==> src/rtl/mem_access_unit_if.sv <==
// Word-organised data-memory bus driven by mem_access_unit.
// master = the access unit, slave = the memory.
interface mem_access_unit_if;
  logic        bus_req_valid;
  logic        bus_req_ready;
  logic [31:0] bus_addr;
  logic        bus_we;
  logic [3:0]  bus_be;
  logic [31:0] bus_wdata;
  logic        bus_rsp_valid;
  logic [31:0] bus_rdata;

  modport master (
    output bus_req_valid, bus_addr, bus_we, bus_be, bus_wdata,
    input  bus_req_ready, bus_rsp_valid, bus_rdata
  );

  modport slave (
    input  bus_req_valid, bus_addr, bus_we, bus_be, bus_wdata,
    output bus_req_ready, bus_rsp_valid, bus_rdata
  );
endinterface

==> src/rtl/mem_access_unit.sv <==
// Load/store initiator between the MEM stage and a handshaked word memory.
// Define MAU_STORE_TRACE_EN to add cpu_pc and a $display trace of every store handshake.
module mem_access_unit #(
  parameter int unsigned TIMEOUT_CYCLES = 16
) (
  input  logic              clk,
  input  logic              reset,
  input  logic              cpu_req_valid,
  output logic              cpu_req_ready,
  input  logic [3:0]        cpu_op,
  input  logic [31:0]       cpu_addr,
  input  logic [31:0]       cpu_wdata,
`ifdef MAU_STORE_TRACE_EN
  input  logic [31:0]       cpu_pc,
`endif
  output logic              cpu_rsp_valid,
  output logic              cpu_rsp_err,
  output logic [31:0]       cpu_rdata,
  mem_access_unit_if.master bus
);

  localparam logic [2:0] TyWord  = 3'd0;
  localparam logic [2:0] TyByte  = 3'd1;
  localparam logic [2:0] TyHalf  = 3'd2;
  localparam logic [2:0] TyByteU = 3'd3;
  localparam logic [2:0] TyHalfU = 3'd4;

  localparam int unsigned CntW = (TIMEOUT_CYCLES < 2) ? 1 : $clog2(TIMEOUT_CYCLES + 1);
  localparam logic [CntW-1:0] CntMax = CntW'(TIMEOUT_CYCLES);

  typedef enum logic [1:0] {StIdle, StReq, StWait} state_e;

  state_e          state_q, state_d;
  logic [2:0]      type_q;
  logic            we_q;
  logic [31:0]     addr_q;
  logic [3:0]      be_q;
  logic [31:0]     wdata_q;
  logic [CntW-1:0] cnt_q, cnt_d, cnt_inc;
  logic            rsp_valid_q, rsp_valid_d;
  logic            rsp_err_q, rsp_err_d;
  logic [31:0]     rdata_q, rdata_d;
  logic            latch_en;

  logic [2:0]      req_type;
  logic            req_we;
  logic            req_illegal;
  logic [3:0]      req_be;
  logic [31:0]     req_wdata;
  logic [31:0]     lane;
  logic [31:0]     load_data;

`ifdef MAU_STORE_TRACE_EN
  logic [31:0]     pc_q;
`endif

  // Request decode: legality, byte enables and lane-replicated store data.
  always_comb begin
    req_type    = cpu_op[3:1];
    req_we      = cpu_op[0];
    req_illegal = 1'b0;
    req_be      = 4'b0000;
    req_wdata   = cpu_wdata;
    unique case (req_type)
      TyWord: begin
        req_be      = 4'b1111;
        req_illegal = (cpu_addr[1:0] != 2'b00);
      end
      TyByte, TyByteU: begin
        req_be      = 4'b0001 << cpu_addr[1:0];
        req_wdata   = {4{cpu_wdata[7:0]}};
        req_illegal = req_we && (req_type == TyByteU);
      end
      TyHalf, TyHalfU: begin
        req_be      = 4'b0011 << cpu_addr[1:0];
        req_wdata   = {2{cpu_wdata[15:0]}};
        req_illegal = cpu_addr[0] || (req_we && (req_type == TyHalfU));
      end
      default: req_illegal = 1'b1;
    endcase
  end

  // Load extraction: shift the addressed lane down to bit 0, then extend.
  always_comb begin
    lane = bus.bus_rdata >> {addr_q[1:0], 3'b000};
    unique case (type_q)
      TyByte:  load_data = {{24{lane[7]}}, lane[7:0]};
      TyByteU: load_data = {24'b0, lane[7:0]};
      TyHalf:  load_data = {{16{lane[15]}}, lane[15:0]};
      TyHalfU: load_data = {16'b0, lane[15:0]};
      default: load_data = bus.bus_rdata;
    endcase
  end

  assign cnt_inc = cnt_q + CntW'(1);

  always_comb begin
    state_d     = state_q;
    cnt_d       = cnt_q;
    rsp_valid_d = 1'b0;
    rsp_err_d   = 1'b0;
    rdata_d     = rdata_q;
    latch_en    = 1'b0;
    unique case (state_q)
      StIdle: begin
        if (cpu_req_valid) begin
          if (req_illegal) begin
            rsp_valid_d = 1'b1;
            rsp_err_d   = 1'b1;
            rdata_d     = '0;
          end else begin
            latch_en = 1'b1;
            state_d  = StReq;
          end
        end
      end
      StReq: begin
        if (bus.bus_req_ready) begin
          cnt_d   = '0;
          state_d = StWait;
        end
      end
      StWait: begin
        // A response arriving on the expiry cycle still completes normally.
        if (bus.bus_rsp_valid) begin
          rsp_valid_d = 1'b1;
          rdata_d     = we_q ? '0 : load_data;
          state_d     = StIdle;
        end else if ((TIMEOUT_CYCLES != 0) && (cnt_inc == CntMax)) begin
          rsp_valid_d = 1'b1;
          rsp_err_d   = 1'b1;
          rdata_d     = '0;
          state_d     = StIdle;
        end else begin
          cnt_d = cnt_inc;
        end
      end
      default: state_d = StIdle;
    endcase
  end

  always_ff @(posedge clk or negedge reset) begin
    if (!reset) begin
      state_q     <= StIdle;
      cnt_q       <= '0;
      rsp_valid_q <= 1'b0;
      rsp_err_q   <= 1'b0;
      rdata_q     <= '0;
      type_q      <= '0;
      we_q        <= 1'b0;
      addr_q      <= '0;
      be_q        <= '0;
      wdata_q     <= '0;
`ifdef MAU_STORE_TRACE_EN
      pc_q        <= '0;
`endif
    end else begin
      state_q     <= state_d;
      cnt_q       <= cnt_d;
      rsp_valid_q <= rsp_valid_d;
      rsp_err_q   <= rsp_err_d;
      rdata_q     <= rdata_d;
      if (latch_en) begin
        type_q  <= req_type;
        we_q    <= req_we;
        addr_q  <= cpu_addr;
        be_q    <= req_be;
        wdata_q <= req_wdata;
`ifdef MAU_STORE_TRACE_EN
        pc_q    <= cpu_pc;
`endif
      end
    end
  end

  assign cpu_req_ready     = (state_q == StIdle);
  assign cpu_rsp_valid     = rsp_valid_q;
  assign cpu_rsp_err       = rsp_err_q;
  assign cpu_rdata         = rdata_q;
  assign bus.bus_req_valid = (state_q == StReq);
  assign bus.bus_addr      = {addr_q[31:2], 2'b00};
  assign bus.bus_we        = we_q;
  assign bus.bus_be        = be_q;
  assign bus.bus_wdata     = wdata_q;

`ifdef MAU_STORE_TRACE_EN
  always_ff @(posedge clk) begin
    if (reset && (state_q == StReq) && bus.bus_req_ready && we_q) begin
      unique case (type_q)
        TyByte:  $display("%d@%h: *%h <= %h", $time, pc_q, bus.bus_addr, bus.bus_wdata[7:0]);
        TyHalf:  $display("%d@%h: *%h <= %h", $time, pc_q, bus.bus_addr, bus.bus_wdata[15:0]);
        default: $display("%d@%h: *%h <= %h", $time, pc_q, bus.bus_addr, bus.bus_wdata);
      endcase
    end
  end
`endif

endmodule

==> src/flat_wrapper.sv <==
// flat-port wrapper written by rule: the top's interface ports become plain ports
module mem_access_unit_flat 
#(
  parameter int unsigned TIMEOUT_CYCLES = 16
)
  (clk, reset, cpu_req_valid, cpu_req_ready, cpu_op, cpu_addr, cpu_wdata, cpu_rsp_valid, cpu_rsp_err, cpu_rdata, bus_bus_req_valid, bus_bus_addr, bus_bus_we, bus_bus_be, bus_bus_wdata, bus_bus_req_ready, bus_bus_rsp_valid, bus_bus_rdata);
  mem_access_unit_if bus_i ();
  input  logic clk;
  input  logic reset;
  input  logic cpu_req_valid;
  output logic cpu_req_ready;
  input  logic [3:0] cpu_op;
  input  logic [31:0] cpu_addr;
  input  logic [31:0] cpu_wdata;
  output logic cpu_rsp_valid;
  output logic cpu_rsp_err;
  output logic [31:0] cpu_rdata;
  output wire logic [$bits(bus_i.bus_req_valid)-1:0] bus_bus_req_valid;
  output wire logic [$bits(bus_i.bus_addr)-1:0] bus_bus_addr;
  output wire logic [$bits(bus_i.bus_we)-1:0] bus_bus_we;
  output wire logic [$bits(bus_i.bus_be)-1:0] bus_bus_be;
  output wire logic [$bits(bus_i.bus_wdata)-1:0] bus_bus_wdata;
  input wire logic [$bits(bus_i.bus_req_ready)-1:0] bus_bus_req_ready;
  input wire logic [$bits(bus_i.bus_rsp_valid)-1:0] bus_bus_rsp_valid;
  input wire logic [$bits(bus_i.bus_rdata)-1:0] bus_bus_rdata;
  assign bus_bus_req_valid = bus_i.bus_req_valid;
  assign bus_bus_addr = bus_i.bus_addr;
  assign bus_bus_we = bus_i.bus_we;
  assign bus_bus_be = bus_i.bus_be;
  assign bus_bus_wdata = bus_i.bus_wdata;
  assign bus_i.bus_req_ready = bus_bus_req_ready;
  assign bus_i.bus_rsp_valid = bus_bus_rsp_valid;
  assign bus_i.bus_rdata = bus_bus_rdata;
  mem_access_unit #(.TIMEOUT_CYCLES(TIMEOUT_CYCLES)) u_core (.clk(clk), .reset(reset), .cpu_req_valid(cpu_req_valid), .cpu_req_ready(cpu_req_ready), .cpu_op(cpu_op), .cpu_addr(cpu_addr), .cpu_wdata(cpu_wdata), .cpu_rsp_valid(cpu_rsp_valid), .cpu_rsp_err(cpu_rsp_err), .cpu_rdata(cpu_rdata), .bus(bus_i));
endmodule
==> config.mk <==
export PLATFORM = sky130hd
export DESIGN_NAME = mem_access_unit_flat
export DESIGN_NICKNAME = d
export VERILOG_FILES = /design/src/rtl/mem_access_unit_if.sv /design/src/rtl/mem_access_unit.sv /design/src/flat_wrapper.sv
export SDC_FILE = /design/constraint.sdc
export NUM_CORES = 1
export LEC_CHECK = 0
export BUFFER_PORTS_ARGS = -buffer_cell sky130_fd_sc_hd__buf_2
export CELL_PAD_IN_SITES_DETAIL_PLACEMENT = 1
export CELL_PAD_IN_SITES_GLOBAL_PLACEMENT = 2
export CORE_UTILIZATION = 31
export CTS_CLUSTER_SIZE = 20
export DETAILED_ROUTE_END_ITERATION = 10
export PLACE_DENSITY_LB_ADDON = 0.1
export SYNTH_ARGS = -nofsm -noshare
export SYNTH_HDL_FRONTEND = slang
export SYNTH_SLANG_ARGS = --single-unit
==> constraint.sdc <==
create_clock -name clk -period 2.1 [get_ports clk]
set_input_delay 0.105 -clock clk [delete_from_list [all_inputs] [get_ports clk]]
set_output_delay 0.105 -clock clk [all_outputs]
set_load 0.03 [all_outputs]
==> Word level (Yosys, flattened, before mapping) <==
Cells that the tools add are included.
{ "word_totals": {"reg_bits": 113, "output_inout_bits": 105, "elab_cells": 75, "input_bits": 105} }
{ "classes": {"shift": 3, "n_eq_ne": 18, "n_mux": 30, "n_addsub": 1, "reduce_logical": 13} }
{ "op_table": {"columns": ["cell", "count"], "rows": [
  ["$mux 32", 5],
  ["$pmux 32 s2", 2],
  ["$pmux 32 s4", 1],
  ["$shr 32x5->16", 1],
  ["$mux 5", 3],
  ["$eq 3x2->1 const B", 4],
  ["$pmux 4 s3", 1],
  ["$reduce_and 4->1", 3],
  ["$mux 2", 5],
  ["$pmux 5 s2", 1],
  ["$mux 1", 8],
  ["$ne 2x2->1 const B", 4],
  ["$eq 3x1->1 const B", 2],
  ["$eq 3x3->1 const B", 2],
  ["$pmux 2 s3", 1],
  ["$reduce_bool 2->1", 3],
  ["$add 5x1->5 const B", 1],
  ["$eq 5x5->1 const B", 1],
  ["$ne 2x1->1 const B", 2],
  ["$pmux 1 s2", 2],
  ["$reduce_or 2->1", 2],
  ["$shl 1x2->4 const A", 1],
  ["$shl 2x2->4 const A", 1],
  ["$logic_not 3->1", 1],
  ["other kinds (7)", 8]
]} }

==> Logic depth before layout (Yosys ltp) <==
Gate-level depths: netlist of the first run.
{ "logic_depth": {"ltp_word": 7, "depth_mapped": 8, "depth_no_buf": 6} }

==> Worst setup path after synthesis of the first run <==
No wires, ideal clock.
{ "synth_timing": {"path_kind": "register to register", "from": "register u_core.state_q[1]", "to": "register u_core.addr_q[19]", "required_time_ps": 1975, "path_stages_with_launch": 7, "path_buffers": 2, "t_arrival_ps": 1818, "setup_time_ps": 125, "setup_slack_ps": 157, "period_less_slack_ps": 1943, "path_cell_list": "dfrtp_1 nor2_1 nand2_1 and3b_1 buf_6 buf_6 mux2_4"} }
{ "synth_via": {"elab_chain_cells": 2} }
{ "synth_lines": {"columns": ["element", "line", "text"], "rows": [
  ["start: declaration", "mem_access_unit.sv:33", "state_e state_q, state_d;"],
  ["start signal: assignment", "mem_access_unit.sv:144", "state_q <= StIdle;"],
  ["start signal: assignment", "mem_access_unit.sv:158", "state_q <= state_d;"],
  ["$logic_not 2->1", null, null],
  ["via cpu_req_ready", "flat_wrapper.sv:11", "output logic cpu_req_ready;"],
  ["$mux 1", "mem_access_unit.sv:104", "unique case (state_q)"],
  ["end signal: assignment", "mem_access_unit.sv:166", "addr_q <= cpu_addr;"],
  ["end: declaration", "mem_access_unit.sv:36", "logic [31:0] addr_q;"]
]} }
The timed path passes the listed nets, and every way through them passes these cells.
A chain may end at the register's enable or synchronous reset.

==> Final worst setup path of the first run <==
{ "layout_timing": {"from": "register u_core.addr_q[1]", "to": "register u_core.rdata_q[10] (netlist: u_core.cpu_rdata[10])"} }
{ "layout_via": {"elab_chain_cells": 5} }
{ "layout_lines": {"columns": ["element", "line", "text"], "rows": [
  ["$shr 32x5->16", "mem_access_unit.sv:85", "lane = bus.bus_rdata >> {addr_q[1:0], 3'b000};"],
  ["$pmux 32 s4", "mem_access_unit.sv:86", "unique case (type_q)"],
  ["$mux 32", "mem_access_unit.sv:127", "rdata_d = we_q ? '0 : load_data;"],
  ["$mux 32", "mem_access_unit.sv:125", "if (bus.bus_rsp_valid) begin"],
  ["$pmux 32 s2", "mem_access_unit.sv:104", null],
  ["end signal: assignment", "mem_access_unit.sv:162", "rdata_q <= rdata_d;"],
  ["end: declaration", "mem_access_unit.sv:42", "logic [31:0] rdata_q, rdata_d;"]
]} }
No other way between the ends.

==> results.json, run 1 <==
{
  "holdPathEnd": "u_core.cpu_rdata[20]",
  "die_height_um": 144,
  "critPathArrivalTime_ns": 2.23,
  "io_pins": 210,
  "busiest_layer": "met2",
  "reg2reg_from": "u_core.addr_q[1]",
  "grt_max_degree": 60,
  "power_uw": 11400,
  "final_common_cell": "buf_2",
  "r2r_slack_ns": 0.17,
  "synth_area_leaders": "dfrtp_1, mux2i_1, mux2_4, mux2_2, buf_4",
  "grt_antenna_before_repair": 2,
  "p_comb_frac": 0.442,
  "yosysTopAreaCellShare": 0.453,
  "slew_viol_final": 0,
  "worstRegToRegCells": 6,
  "htreeDepth": 4,
  "hold_viol_final": 0,
  "yosysWarningCount": 0,
  "synth_top_family_by_area": "compound AO/OA/AOI/OAI gates",
  "placed_cell_area_mm2": 0.00746,
  "start_kind": "flip-flop",
  "cts.repair.resized": 0,
  "drc": 0,
  "p_seq_frac": 0.296,
  "gp_congestion": 0.816,
  "synth_ff_type": "dfrtp_1",
  "grt_pass1_wl_mm": 31.6,
  "period_share": 0.919,
  "use_met2": 0.343,
  "rsz0062_at_grt": "false",
  "worstHoldPathCells": 3,
  "synth-xor-area-share": 0.00821,
  "critPathMaxFanout": 38,
  "power_density_mw_per_mm2": 1320,
  "async_flop_share": 1.00,
  "synthToLayoutAreaGrowth_pct": 38.6,
  "fin_tns_setup_ns": 0,
  "synth_mux_area_frac": 0.149,
  "avgViaCountPerCell": 4.96,
  "synth_edf_count": 0,
  "hold_slack_ns": 0.0174,
  "cellLeakagePower_uw": 0.00410,
  "crit_required_ns": 2.40,
  "cts_tree": "built",
  "synth_compound_area_frac": 0.187,
  "netlist_area_mm2": 0.00625,
  "slew_headroom": 0.518,
  "place_ws_ns": 0.202,
  "synth_cells": 597,
  "ys_seq_area_frac": 0.453,
  "synth_cell_types": 57,
  "grt_use_total": 0.203,
  "ys_ff_latch": 113,
  "setup_slack_ns": 0.170,
  "worstSetupPathType": "flip-flop to flip-flop",
  "final_area_mm2": 0.00866,
  "tightest_slew_ns": 0.719,
  "hold_class": "input port to flip-flop",
  "swShare": 0.414,
  "peakVddDrop_mv": 0.575,
  "worstHoldStart": "bus_bus_rdata[20]",
  "drv_cap": 0,
  "wl_per_cell_um": 18.1,
  "min_period_ns": 1.93,
  "cts.sinks": 113,
  "grt_pass1_vias": 5844,
  "internal_power_uw": 6680,
  "clkPwrFrac": 0.262,
  "start_util": 0.319,
  "dieArea_mm2": 0.0207,
  "firstDrtPassIters": 5,
  "vias": 5529,
  "reg2reg_to": "u_core.cpu_rdata[10]",
  "syn_avg_cell_area_um2": 10.5,
  "crit_path_end_kind": "flip-flop",
  "core_region_area_mm2": 0.0196,
  "final_cell_mix": "buf_2, dfrtp_1, dlygate4sd3_1, nor2_1, a21oi_1",
  "fill_cells": 2229,
  "grt_use_met3": 0.0530,
  "fmax_mhz": 518,
  "finalSetupViolCount": 0,
  "p_switching_uw": 4710,
  "die_x_um": 144,
  "root_buffer": "clkbuf_16",
  "drtIter0Drc": 181,
  "fin_nets": 942,
  "cts.path.max_buffers": 2,
  "drive_above_1_share": 0.380,
  "run_status": "finished clean",
  "path_clk_slew_ns": 0.06,
  "clock_latency_ns": 0.42,
  "rows": 51,
  "overflow": 0,
  "synth_area_leader_cell": "dfrtp_1",
  "dpl.hpwl_mm": 14.3,
  "routed_wl_mm": 20.1,
  "skew_ns": 0.00769,
  "drtAntennaViolNets": 0,
  "synth-simple-area-share": 0.111,
  "met1_usage": 0.248,
  "cts_buffers": 17,
  "synth_fa_ha_area_frac": 0.00721,
  "portBuffers": 207
}
## sequential cells by signal (all words and copies together), names as in the netlist
signal,flops
u_core.cnt_q,5
u_core.cpu_rdata,32
u_core.cpu_rsp_valid,1
u_core.cpu_rsp_err,1
u_core.bus.bus_be,4
u_core.state_q,2
u_core.bus.bus_wdata,32
u_core.addr_q,32
u_core.type_q,3
u_core.bus.bus_we,1
## cells by family after synthesis
logic type               after synthesis
other                                  1
AND/OR/NAND/NOR                      135
adder cells (fa/ha/maj)                4
XOR/XNOR                               5
AO/OA/AOI/OAI                        170
flip-flops                           113
buffers and inverters                 90
multiplexers                          79
## critical path, cell delays in order, from the launching register on
cell and delay [ns]:
dfrtp_1 0.45, buf_12 0.21, nor2b_1 0.22, a21o_1 0.22, a222oi_1 0.31, o221ai_1 0.18
a22o_1 0.22
## how the worst max path moves through the flow
| stage | startpoint | to | slack, ns | depth (start not counted) |
|---|---|---|---|---|
| after floorplan | u_core.state_q[1] | u_core.addr_q[19] | 0.16 | 6 |
| after global placement | u_core.addr_q[1] | u_core.cpu_rdata[10] | 0.25 | 6 |
| after detailed placement | u_core.addr_q[1] | u_core.cpu_rdata[10] | 0.20 | 6 |
| after CTS | u_core.addr_q[1] | u_core.cpu_rdata[10] | 0.19 | 6 |
| after global routing | u_core.addr_q[1] | u_core.cpu_rdata[4] | 0.06 | 7 |
| final | u_core.addr_q[1] | u_core.cpu_rdata[10] | 0.17 | 6 |
## cell type report
cell class | instances | area (um2) | share of cell area
clock buffers | 22 | 484 | 0.0559
flip-flops and latches | 113 | 2830 | 0.327
diodes | 2 | 5.00 | 0.000578
well taps | 265 | 332 | 0.0383
clock inverters | 10 | 124 | 0.0143
repair buffers | 292 | 1920 | 0.222
inverters | 16 | 60.1 | 0.00694
multi-input cells | 395 | 2900 | 0.335
## synthesized netlist by cell type, types with 14 or more instances
library cell and count:
nor2b_1 15, inv_1 15, o2bb2ai_1 26, mux2_4 20, mux2i_1 34, buf_2 19, nand2_1 18, dfrtp_1 113
buf_4 33, a21oi_1 37, nor2_1 52, clkbuf_1 14, mux2_2 24, o21ai_0 33
## power groups by stage
stage               Sequential [uW]  Clock, uW  Combinational, uW
global placement               3360          0               4920
CTS                            3390       3060               5100
global route                   3490       3140               5440
floorplan                      4150          0               2880
detailed placement             3400          0               5000
finish                         3370       2990               5040
## through the flow
stage,utilization,cells
after floorplan,-,598
after global placement,0.381,1023
after detailed placement,0.381,1023
after CTS,0.442,1113
after global routing,0.442,1113
final,0.442,1115
## metal layers
metal | up-vias | part of all wire
met4 | 0 | 0.015
li1 | 2615 | -
met2 | 171 | 0.49
met3 | 20 | 0.064
met1 | 2723 | 0.43
met5 | - | 0
## repair_timing
item	4_1_cts	5_1_grt
hold endpoints to repair	170	0
buffers inserted	0	0
hold buffers	58	0
Power figures use the tool's default switching activity.
==> inputs of run 2 (changes only) <==
MAX_ROUTING_LAYER = met4   (was default)
==> results.json, run 2 (synthesized netlist as in run 1, its figures left out) <==
{
  "final_common_cell": "buf_2",
  "slew_headroom": 0.532,
  "path_clk_slew_ns": 0.06,
  "fin_tns_setup_ns": 0,
  "grt_antenna_before_repair": 1,
  "portBuffers": 207,
  "cts.sinks": 113,
  "die_height_um": 144,
  "drtIter0Drc": 244,
  "core_region_area_mm2": 0.0196,
  "firstDrtPassIters": 5,
  "fill_cells": 2220,
  "p_seq_frac": 0.300,
  "gp_congestion": 0.856,
  "worstSetupPathType": "flip-flop to flip-flop",
  "grt_max_degree": 56,
  "grt_pass1_wl_mm": 31.5,
  "dpl.hpwl_mm": 14.6,
  "io_pins": 210,
  "die_x_um": 144,
  "drv_cap": 0,
  "multi_input_area_mm2": 0.00291,
  "skew_ns": 0.00905,
  "crit_required_ns": 2.43,
  "p_comb_frac": 0.448,
  "hold_class": "input port to flip-flop",
  "cts.path.max_buffers": 2,
  "dieArea_mm2": 0.0207,
  "wl_per_cell_um": 18.4,
  "avgViaCountPerCell": 4.98,
  "slew_viol_final": 0,
  "rsz0062_at_grt": "false",
  "fmax_mhz": 532,
  "overflow": 0,
  "vias": 5528,
  "period_share": 0.895,
  "post-route-util": 0.437,
  "run_status": "finished clean",
  "regArea_mm2": 0.00283,
  "drive_above_1_share": 0.382,
  "peakVddDrop_mv": 0.611,
  "internal_power_uw": 6580,
  "cts_buffers": 17,
  "power_density_mw_per_mm2": 1320,
  "drc": 0,
  "clkPwrFrac": 0.252,
  "tightest_slew_ns": 0.698,
  "final_cell_mix": "buf_2, dfrtp_1, dlygate4sd3_1, nor2_1, a21oi_1",
  "swShare": 0.416,
  "hold_viol_final": 0,
  "cellLeakagePower_uw": 0.00406,
  "routed_wl_mm": 20.4,
  "drtAntennaViolNets": 0,
  "clock_latency_ns": 0.41,
  "post_cts_buffers": 0,
  "critPathMaxFanout": 38,
  "start_kind": "flip-flop",
  "rows": 51,
  "cts_tree": "built",
  "min_period_ns": 1.88,
  "synthToLayoutAreaGrowth_pct": 37.1,
  "critPathArrivalTime_ns": 2.21,
  "grt_use_total": 0.207,
  "root_buffer": "clkbuf_16",
  "crit_path_end_kind": "flip-flop",
  "fin_nets": 938,
  "htreeDepth": 4,
  "grt_pass1_vias": 5876,
  "finalSetupViolCount": 0,
  "p_switching_uw": 4690,
  "start_util": 0.319
}
-- run 2: critical path, stage by stage (launching register included) --
cell and delay (ns):
dfrtp_1 0.46, buf_12 0.24, or2_2 0.16, nand3_1 0.18, buf_4 0.23, a211oi_1 0.29
a21oi_1 0.09, o2bb2ai_1 0.14
-- run 2: area by class of cell --
cell class,instances,share of cell area
timing repair buffer,288,0.218
inverter,16,0.00701
clock inverter,10,0.0130
clock buffer,21,0.0537
multi-input combinational,395,0.339
sequential,113,0.330
antenna,1,0.000292
tap,265,0.0387
-- run 2: layer usage --
layer,track usage,vias to the layer above,wire (um)
met5,-,-,0
met4,0.0677,0,403
met3,0.0523,26,1150
met2,0.337,157,9830
met1,0.250,2737,9060
li1,-,2608,-
-- run 2: final timing paths --
path	from	endpoint	slack, ns	depth (start not counted)
worst max-delay path	u_core.addr_q[1]	u_core.cpu_rdata[4]	0.22	7
worst min-delay path	cpu_wdata[7]	u_core.bus.bus_wdata[7]	0.01	2
worst max register to register	u_core.addr_q[1]	u_core.cpu_rdata[4]	0.22	7
worst min register to register	u_core.cpu_rdata[26]	u_core.cpu_rdata[26]	0.48	1
max in group asynchronous	reset	u_core.cpu_rdata[30]	1.11	3
min in group asynchronous	reset	u_core.addr_q[13]	0.21	2
-- run 2: timing repair --
action,CTS,global route
resized for setup,0,1
hold buffers,53,0
hold endpoints to repair,89,0
endpoints found under the setup margin,0,1
-- run 2: through the flow --
stage / setup slack [ns] / area, um2 / hold WS [ns] / std cells / power [uW]
after floorplan: 0.157 / 6250 / -0.191 / 598 / 7030
final: 0.220 / 8570 / 0.0145 / 1109 / 11300
after CTS: 0.186 / 8560 / 0.00498 / 1108 / 11400
after global routing: 0.0908 / 8570 / 0.0162 / 1109 / 12000
after detailed placement: 0.206 / 7460 / 0.136 / 1024 / 8410
after global placement: 0.240 / 7460 / 0.130 / 1024 / 8280
-- run 2: power groups by stage --
| stage | Combinational [uW] | Clock [uW] | Sequential (uW) |
|---|---|---|---|
| 6_report | 5050 | 2840 | 3380 |
| 2_1_floorplan | 2880 | 0 | 4150 |
| 4_1_cts | 5090 | 2930 | 3390 |
| 3_5_place_dp | 5000 | 0 | 3410 |
| 5_1_grt | 5440 | 3020 | 3500 |
| 3_3_place_gp | 4910 | 0 | 3370 |
==> inputs of run 3 (changes only) <==
CELL_PAD_IN_SITES_DETAIL_PLACEMENT = default   (was 1)
CELL_PAD_IN_SITES_GLOBAL_PLACEMENT = default   (was 2)
CORE_UTILIZATION = 45   (was 31)
PLACE_DENSITY = 0.73   (was default)
PLACE_DENSITY_LB_ADDON = default   (was 0.1)
==> results.json, run 3 (synthesized netlist as in run 1, its figures left out) <==
{
  "cp.buffers_inverters": 1,
  "wl_met3_mm": 1.19,
  "avgViaCountPerCell": 5.49,
  "slew_headroom": 0.510,
  "hold_class": "input port to flip-flop",
  "fin_tns_setup_ns": 0,
  "cts.path.max_buffers": 2,
  "num_antenna_cells": 0,
  "critPathMaxFanout": 40,
  "critPathArrivalTime_ns": 2.24,
  "tightest_slew_ns": 0.732,
  "grt_max_degree": 44,
  "period_share": 0.926,
  "portBuffers": 207,
  "fmax_mhz": 514,
  "synthToLayoutAreaGrowth_pct": 34.4,
  "routed_wl_mm": 18.3,
  "gp_congestion": 0.909,
  "clock_latency_ns": 0.41,
  "die_height_um": 120,
  "firstDrtPassIters": 10,
  "final_cell_mix": "buf_2, dfrtp_1, nor2_1, dlygate4sd3_1, a21oi_1",
  "post_cts_buffers": 0,
  "drv_cap": 0,
  "post-route-util": 0.627,
  "rows": 42,
  "overflow": 0,
  "start_util": 0.466,
  "crit_required_ns": 2.39,
  "power_density_mw_per_mm2": 1320,
  "grt_pass1_wl_mm": 29.2,
  "dpl.hpwl_mm": 12.7,
  "hold_viol_final": 0,
  "instances_no_fill": 1015,
  "fin_nets": 933,
  "crit_family": "compound AO/OA/AOI/OAI gates",
  "grt_pass1_vias": 5776,
  "highest_layer": "met4",
  "cts.sinks": 113,
  "peakVddDrop_mv": 0.949,
  "root_buffer": "clkbuf_16",
  "die_x_um": 120,
  "cpPeakStageDelay_ns": 0.42,
  "core_region_area_mm2": 0.0134,
  "setup_slack_ns": 0.155,
  "slew_viol_final": 0,
  "placed_cells": 935,
  "final_common_cell": "buf_2",
  "rsz0062_at_grt": "false",
  "grt_use_total": 0.270,
  "path_cells": "buf_12 -> nor2b_1 -> a21o_1 -> a222oi_1 -> o221ai_1 -> a22o_1",
  "vias": 5571,
  "drtAntennaViolNets": 0,
  "worstSetupPathType": "flip-flop to flip-flop",
  "min_period_ns": 1.94,
  "skew_ns": 0.00627,
  "cp_slowest_cell": "dfrtp_1",
  "path_clk_slew_ns": 0.06,
  "crit_path_end_kind": "flip-flop",
  "wl_met1_mm": 7.45,
  "drive_above_1_share": 0.386,
  "cts_tree": "built",
  "dieArea_mm2": 0.0144,
  "route.met2.wl_mm": 9.21,
  "run_status": "finished clean",
  "cellLeakagePower_uw": 0.00403,
  "drtIter0Drc": 339,
  "finalSetupViolCount": 0,
  "io_pins": 210,
  "cts_buffers": 17,
  "place_ws_ns": 0.187,
  "grt_antenna_before_repair": 0,
  "drc": 0,
  "hold_slack_ns": 0.00721,
  "htreeDepth": 4,
  "wl_per_cell_um": 18.0,
  "start_kind": "flip-flop"
}
[run 3: path summary, 6_finish.rpt]
kind,startpoint,to,slack [ns],depth (start not counted)
min,bus_bus_rdata[3],u_core.cpu_rdata[3],0.007,3
min in group asynchronous,reset,u_core.cpu_rdata[6],0.25,2
max reg2reg,u_core.addr_q[1],u_core.cpu_rdata[10],0.16,6
max in group asynchronous,reset,u_core.cnt_q[3],1.24,3
min reg2reg,u_core.cpu_rdata[26],u_core.cpu_rdata[26],0.48,1
max,u_core.addr_q[1],u_core.cpu_rdata[10],0.16,6
[run 3: worst min-delay path, stage by stage]
cell and delay, ns:
buf_2 0.08, a21oi_1 0.05, o2bb2ai_1 0.14
[run 3: final cells by class]
cell class | instances | area (um2)
fill | 1079 | 5000
multi-input combinational | 395 | 2910
tap | 176 | 220
timing repair buffer | 283 | 1820
clock inverter | 12 | 110
clock buffer | 20 | 457
inverter | 16 | 60.1
sequential | 113 | 2830
[run 3: power by group]
group / leakage (uW) / switching, uW / total [uW] / internal [uW]
registers: 0.00140 / 505 / 3400 / 2900
logic: 0.00236 / 3060 / 4930 / 1860
clock network: 0.000268 / 1040 / 2720 / 1690
[run 3: through the flow]
step	total power (uW)	cell area [um2]
after floorplan	7030	6250
after global placement	8130	7350
after detailed placement	8240	7350
after CTS	11100	8400
after global routing	11600	8400
final	11100	8400
[run 3: what timing repair did]
action                                  4_1_cts  5_1_grt
hold endpoints to repair                     88        0
endpoints found under the setup margin        0        1
hold buffers                                 48        0
gates resized for setup                       0        1
[run 3: routing by layer]
layer	global-route usage	vias to the layer above
li1	-	2592
met3	0.0585	33
met5	-	-
met2	0.457	243
met1	0.317	2703
met4	0.0953	0
